[src/rtl/if_fetch.sv]
// Instruction fetch: PC register, ROM handshake and a 2-entry {pc, inst} queue to decode.
// Optional IF_FETCH_PERF_EN adds the fetch_cnt push counter.
//
// state | meaning
// IDLE  | one cycle after reset release, ROM disabled, no push
// FETCH | normal operation, push whenever the queue has (or is making) room
module if_fetch #(
  parameter logic [63:0] RESET_PC = 64'h0
) (
  input  logic        clk,
  input  logic        rst,
  output logic        rom_ce,
  output logic [63:0] rom_addr,
  input  logic [31:0] rom_inst,
  input  logic        redirect_valid,
  input  logic [63:0] redirect_pc,
  output logic        id_valid,
  input  logic        id_ready,
  output logic [63:0] id_pc,
  output logic [31:0] id_inst
`ifdef IF_FETCH_PERF_EN
  ,
  output logic [31:0] fetch_cnt
`endif
);

  typedef enum logic {
    IDLE  = 1'b0,
    FETCH = 1'b1
  } state_t;

  localparam logic [63:0] RESET_PC_ALIGNED = {RESET_PC[63:2], 2'b00};

  state_t      state_q, state_d;
  logic [63:0] pc_q, pc_d;
  logic [1:0]  count_q, count_d;
  logic        rd_ptr_q, rd_ptr_d;
  logic        wr_ptr_q, wr_ptr_d;
  logic [63:0] pc_mem [2];
  logic [31:0] inst_mem [2];
  logic        push, pop;
  logic [1:0]  unused_redirect_lsb;

  assign unused_redirect_lsb = redirect_pc[1:0];

  always_comb begin
    state_d  = FETCH;
    pc_d     = pc_q;
    count_d  = count_q;
    rd_ptr_d = rd_ptr_q;
    wr_ptr_d = wr_ptr_q;
    id_valid = (count_q != 2'd0);
    // Redirect wins: a flushed head is not counted as consumed.
    pop      = id_valid && id_ready && !redirect_valid;
    push     = (state_q == FETCH) && !redirect_valid && ((count_q != 2'd2) || pop);
    rom_ce   = push;
    rom_addr = pc_q;
    id_pc    = id_valid ? pc_mem[rd_ptr_q] : 64'h0;
    id_inst  = id_valid ? inst_mem[rd_ptr_q] : 32'h0;

    if (redirect_valid) begin
      pc_d     = {redirect_pc[63:2], 2'b00};
      count_d  = 2'd0;
      rd_ptr_d = 1'b0;
      wr_ptr_d = 1'b0;
    end else begin
      count_d = count_q + {1'b0, push} - {1'b0, pop};
      if (push) begin
        pc_d     = pc_q + 64'd4;
        wr_ptr_d = ~wr_ptr_q;
      end
      if (pop) begin
        rd_ptr_d = ~rd_ptr_q;
      end
    end
  end

  always_ff @(posedge clk or negedge rst) begin
    if (!rst) begin
      state_q  <= IDLE;
      pc_q     <= RESET_PC_ALIGNED;
      count_q  <= 2'd0;
      rd_ptr_q <= 1'b0;
      wr_ptr_q <= 1'b0;
    end else begin
      state_q  <= state_d;
      pc_q     <= pc_d;
      count_q  <= count_d;
      rd_ptr_q <= rd_ptr_d;
      wr_ptr_q <= wr_ptr_d;
    end
  end

  always_ff @(posedge clk or negedge rst) begin
    if (!rst) begin
      pc_mem[0]   <= 64'h0;
      pc_mem[1]   <= 64'h0;
      inst_mem[0] <= 32'h0;
      inst_mem[1] <= 32'h0;
    end else if (push) begin
      pc_mem[wr_ptr_q]   <= pc_q;
      inst_mem[wr_ptr_q] <= rom_inst;
    end
  end

`ifdef IF_FETCH_PERF_EN
  // Counts every push, including entries later discarded by a redirect.
  always_ff @(posedge clk or negedge rst) begin
    if (!rst) begin
      fetch_cnt <= 32'h0;
    end else if (push) begin
      fetch_cnt <= fetch_cnt + 32'd1;
    end
  end
`endif

endmodule

[config.mk]
export PLATFORM = sky130hd
export DESIGN_NAME = if_fetch
export DESIGN_NICKNAME = d
export VERILOG_FILES = /design/src/rtl/if_fetch.sv
export SDC_FILE = /design/constraint.sdc
export NUM_CORES = 1
export LEC_CHECK = 0
export BUFFER_PORTS_ARGS = -buffer_cell sky130_fd_sc_hd__buf_2
export CAP_MARGIN = 30
export CORE_UTILIZATION = 30
export DETAILED_ROUTE_END_ITERATION = 12
export GPL_ROUTABILITY_DRIVEN = 0
export GPL_TIMING_DRIVEN = 0
export PLACE_DENSITY = 0.52
export SETUP_SLACK_MARGIN = 0.5
export SLEW_MARGIN = 20
export SYNTH_ARGS = -nofsm -noshare
export SYNTH_HDL_FRONTEND = slang
export SYNTH_SLANG_ARGS = --single-unit
[constraint.sdc]
create_clock -name clk -period 2.29 [get_ports clk]
set_clock_uncertainty 0.05 [all_clocks]
set_input_delay 0.3435 -clock clk [delete_from_list [all_inputs] [get_ports clk]]
set_output_delay 0.3435 -clock clk [all_outputs]
set_load 0.01 [all_outputs]
==> impl_results.md <==
* Starting density of the core at 0.3073
* # rows at 73
* Psw at 5.322 mW
* Fin crit period at 2.283 ns
* Post-DP HPWL at 27550 um
* Crit Path Category: reg -> out
* Layout Nets at 1733
* Met3 Use GR at 0.02927
* Average wire per standard cell at 20.16 um
* FF+latch count, synth at 255
* Crit share post-route at 0.9968
* Main area contributors after synthesis: dfrtp_1 (52%), mux2_2 (17%), mux2i_1 (7.8%)
* Layout Utilization at 0.4973
* Drt first-iter violations at 542
* Setup WS pre-CTS at -0.4838 ns
* Delay of the slowest cell on the worst path at 0.44 ns
* Leakage at 9.202 nW
* # IOs at 262
* Hold path endpoint: rom_addr[38]$_DFFE_PN0P_
* Antenna Nets Post-Route at 0
* Met1 Use GR at 0.2651
* Tightest Pin Transition at 0.6901 ns
* Post-synth top area cell: dfrtp_1
* Sequential cell area at 0.006435 sq mm
* Ys Warns at 0
* CP Launch Type: flip-flop
* Final hold vios at 0
* Max clock buf depth at 3
* Reg2reg path depth at 8
* Syn Inst Count at 1083
* Largest net degree at the start of global routing at 96
* DIE WIDTH at 204.9 um
* # setup viols final at 0
* Pwr dens at 887.6 mW/mm^2
* Max IR drop VDD at 556.2 uV
* R2R Path End: rom_addr[39]$_DFFE_PN0P_
* Maxcap violations at 0
* Clock transition at the registers of the reported paths at 0.06 ns
* Max Freq at 0.4381 GHz
* First-pass GRT wire length at 62950 um
* Switching Fraction at 0.3000
* TritonCTS clock tree: yes
* Clk root buf: clkbuf_16
* Num CTS Buffers at 30
* Hold Path Class: in -> reg
* Hold Slack at 0.02773 ns
* Critical Path AT at 1.89 ns
* DRC viols at 0
* Reg-to-reg slack, setup at 0.08 ns
* Full die area at 0.04199 sq mm
* Synth-to-layout area growth at 61.79%
* Worst path bufs/invs at 4
* Initial antenna violation count at 1
* Yosys top cell area share at 0.5166
* Req. time, crit path at 1.90 ns
* Post-Syn Area at 0.01235 sq mm
* H-tree depth at 1
* Clk_lat worst skew at 0.57 ns
* Post-synth cell types at 45
* Hold path startpoint: redirect_pc[38]
* Fin. max-slew vios at 0
* CP max FO at 9
* Status: complete, no violations
* Reg2reg start: count_q[1]$_DFF_PN0_
* M2 GR Usage at 0.3228
* Vias per Instance at 4.879
* Critical Path Slowest Stage Cell: dfrtp_2
* Mean Syn Cell Area at 11.41 sq um
* Multi-input gate area at 0.006560 sq mm
* DR pass1 iterations at 4
* RSZ-0062 raised after global routing: true
* Post-synthesis sequential area ratio at 0.5166
* Vias in the first global route at 10580
* Power share of the combinational group at 0.341
* Clock sinks at 255
* Setup WS post-layout at 0.007296 ns
* Worst hold path depth at 3
* Pwr Total at 17.74 mW
* Cell-internal power at 12.42 mW
* CORE AREA at 0.04019 sq mm
* Vias at 10630
* GRT Resource Usage Total at 0.1960
* Worst Setup End Kind: primary output
* Post-Layout Inst Area at 0.01998 sq mm
* Layout cells sized above 1 at 0.5027
* CP top delay family: buffers and inverters
* Clock power frac at 0.281
* I/O Buffers at 254
* Sequential power share at 0.379
* Max transition margin at 0.5399
* CP Cell Sequence: nor2_4 -> buf_8 -> buf_12 -> clkbuf_16 -> nor2_2 -> buf_2
* # fillers at 3620
* Final wirelength at 43930 um
* Post-DP Area at 0.01488 sq mm
* Die height at 204.9 um
* GRT busiest layer: met2
* Overflow after GRT at 0
[power by group through the flow]
| stage | sequential, mW | clock [mW] | combinational (mW) |
|---|---|---|---|
| after floorplan | 6.53 | 0 | 3.00 |
| after global placement | 6.69 | 0 | 4.32 |
| after detailed placement | 6.74 | 0 | 4.43 |
| after CTS | 6.68 | 5.14 | 5.56 |
| after global routing | 6.89 | 5.30 | 6.52 |
| final | 6.71 | 4.98 | 6.05 |
[synth_stat cells (all sizes together)]
master and n:
o31ai 8, o211ai 1, mux2 190, a221o 1, nor2b 3, conb 2, a21o 2, or4 11
a31oi 21, and2 3, or3b 1, and4bb 1, nand2b 1, and4 6, nand4 35, nor3 10
buf 36, o31a 1, a22oi 1, nor2 133, nand3 27, mux2i 96, dfrtp 255, a211o 2
nor3b 2, clkbuf 38, xnor2 16, and3 14, inv 8, nor4 10, ha 3, xor2 23
or3 13, a21oi 1, o21ai 46, nand4b 1, nor4b 1, nand2 60
[worst reg2reg max path, stage by stage, from the launching register on]
cell and delay, ns:
dfrtp_2 0.44, nor3b_4 0.18, nor4b_4 0.25, buf_4 0.20, buf_6 0.12, nand4_1 0.18, buf_4 0.22, or3_1 0.31
a31oi_1 0.17
[cells by family (layout without fill, tap and decap cells)]
kind of cell             after synthesis  count (layout)  synth area share
XOR/XNOR                              39              39           0.02765
flip-flops                           255             255            0.5166
other                                  2               6         0.0006080
adder cells (fa/ha/maj)                3               3          0.003039
buffers and inverters                 82             649           0.02857
AND/OR/NAND/NOR                      332             332            0.1326
AO/OA/AOI/OAI                         84              84           0.03991
multiplexers                         286             286            0.2510
[registers in the layout (all words and copies together), names as in the netlist]
signal / cells
rd_ptr_q: 1
count_q: 2
inst_mem: 64
wr_ptr_q: 1
pc_mem: 124
rom_addr: 62
state_q: 1
[per-layer routing]
metal  part of all wire  wire length [um]  up-vias
li1                   -                 -     4959
met1               0.46             20140     5356
met2               0.47             20620      249
met3              0.044              1950       67
met4              0.028              1223        0
met5                  0                 0        -
[what timing repair did]
action	4_1_cts	5_1_grt
hold buffers	93	0
setup buffers	76	60
gates cloned	11	14
resized for setup	236	177
pin swaps	42	64
endpoints found under the hold margin	312	0
setup endpoints to repair	342	344
[cell type report]
class | count | share of cell area
multi-input cells | 749 | 0.3283
flip-flops and latches | 255 | 0.3220
repair buffers | 512 | 0.2117
plain buffers | 74 | 0.05265
clock buffers | 45 | 0.04445
well taps | 525 | 0.03287
clock inverters | 10 | 0.006386
inverters | 8 | 0.001503
diodes | 1 | 0.0001252
[worst max-delay path by stage]
| stage | endpoint | cells past startpoint | from | slack (ns) |
|---|---|---|---|---|
| 6_report | id_pc[43] | 6 | count_q[1]$_DFF_PN0_ | 0.007 |
| 5_1_grt | id_pc[49] | 6 | rd_ptr_q$_DFFE_PN0P_ | -0.07 |
| 4_1_cts | id_inst[7] | 6 | count_q[0]$_DFF_PN0_ | -0.08 |
| 3_5_place_dp | pc_mem[105]$_DFFE_PN0P_ | 6 | count_q[1]$_DFF_PN0_ | -0.48 |
| 3_3_place_gp | rom_addr[24]$_DFFE_PN0P_ | 1 | rst | -4.68 |
| 2_1_floorplan | rom_addr[60]$_DFFE_PN0P_ | 7 | rom_addr[3]$_DFFE_PN0P_ | 0.25 |
[placed cells by master, fill, tap and decap left out, types with 6 or more instances in the layout]
| cell | count |
|---|---|
| buf_2 | 245 |
| dfrtp_1 | 212 |
| nor2_1 | 121 |
| mux2_4 | 116 |
| buf_4 | 99 |
| dlygate4sd3_1 | 93 |
| mux2i_1 | 90 |
| mux2_2 | 74 |
| nand2_1 | 58 |
| clkbuf_16 | 52 |
| buf_6 | 47 |
| dfrtp_2 | 43 |
| nand4_1 | 32 |
| o21ai_0 | 30 |
| buf_12 | 27 |
| xor2_1 | 23 |
| buf_8 | 21 |
| nand3_1 | 21 |
| a31oi_1 | 20 |
| clkbuf_1 | 19 |
| o21ai_1 | 16 |
| xnor2_1 | 14 |
| buf_16 | 12 |
| clkbuf_8 | 11 |
| or3_1 | 11 |
| nor4_4 | 8 |
| and3_1 | 8 |
| or4_1 | 8 |
| inv_1 | 7 |
| nor2_2 | 7 |
| o31ai_1 | 7 |
| clkinv_2 | 6 |
[metrics by stage]
| step | instances | TNS, ns |
|---|---|---|
| floorplan | 1086 | 0 |
| global placement | 1865 | -1129.38 |
| detailed placement | 1869 | -50.88 |
| CTS | 2104 | -2.567 |
| global route | 2178 | -1.939 |
| finish | 2179 | 0 |
(Power assumes the default switching activity.)
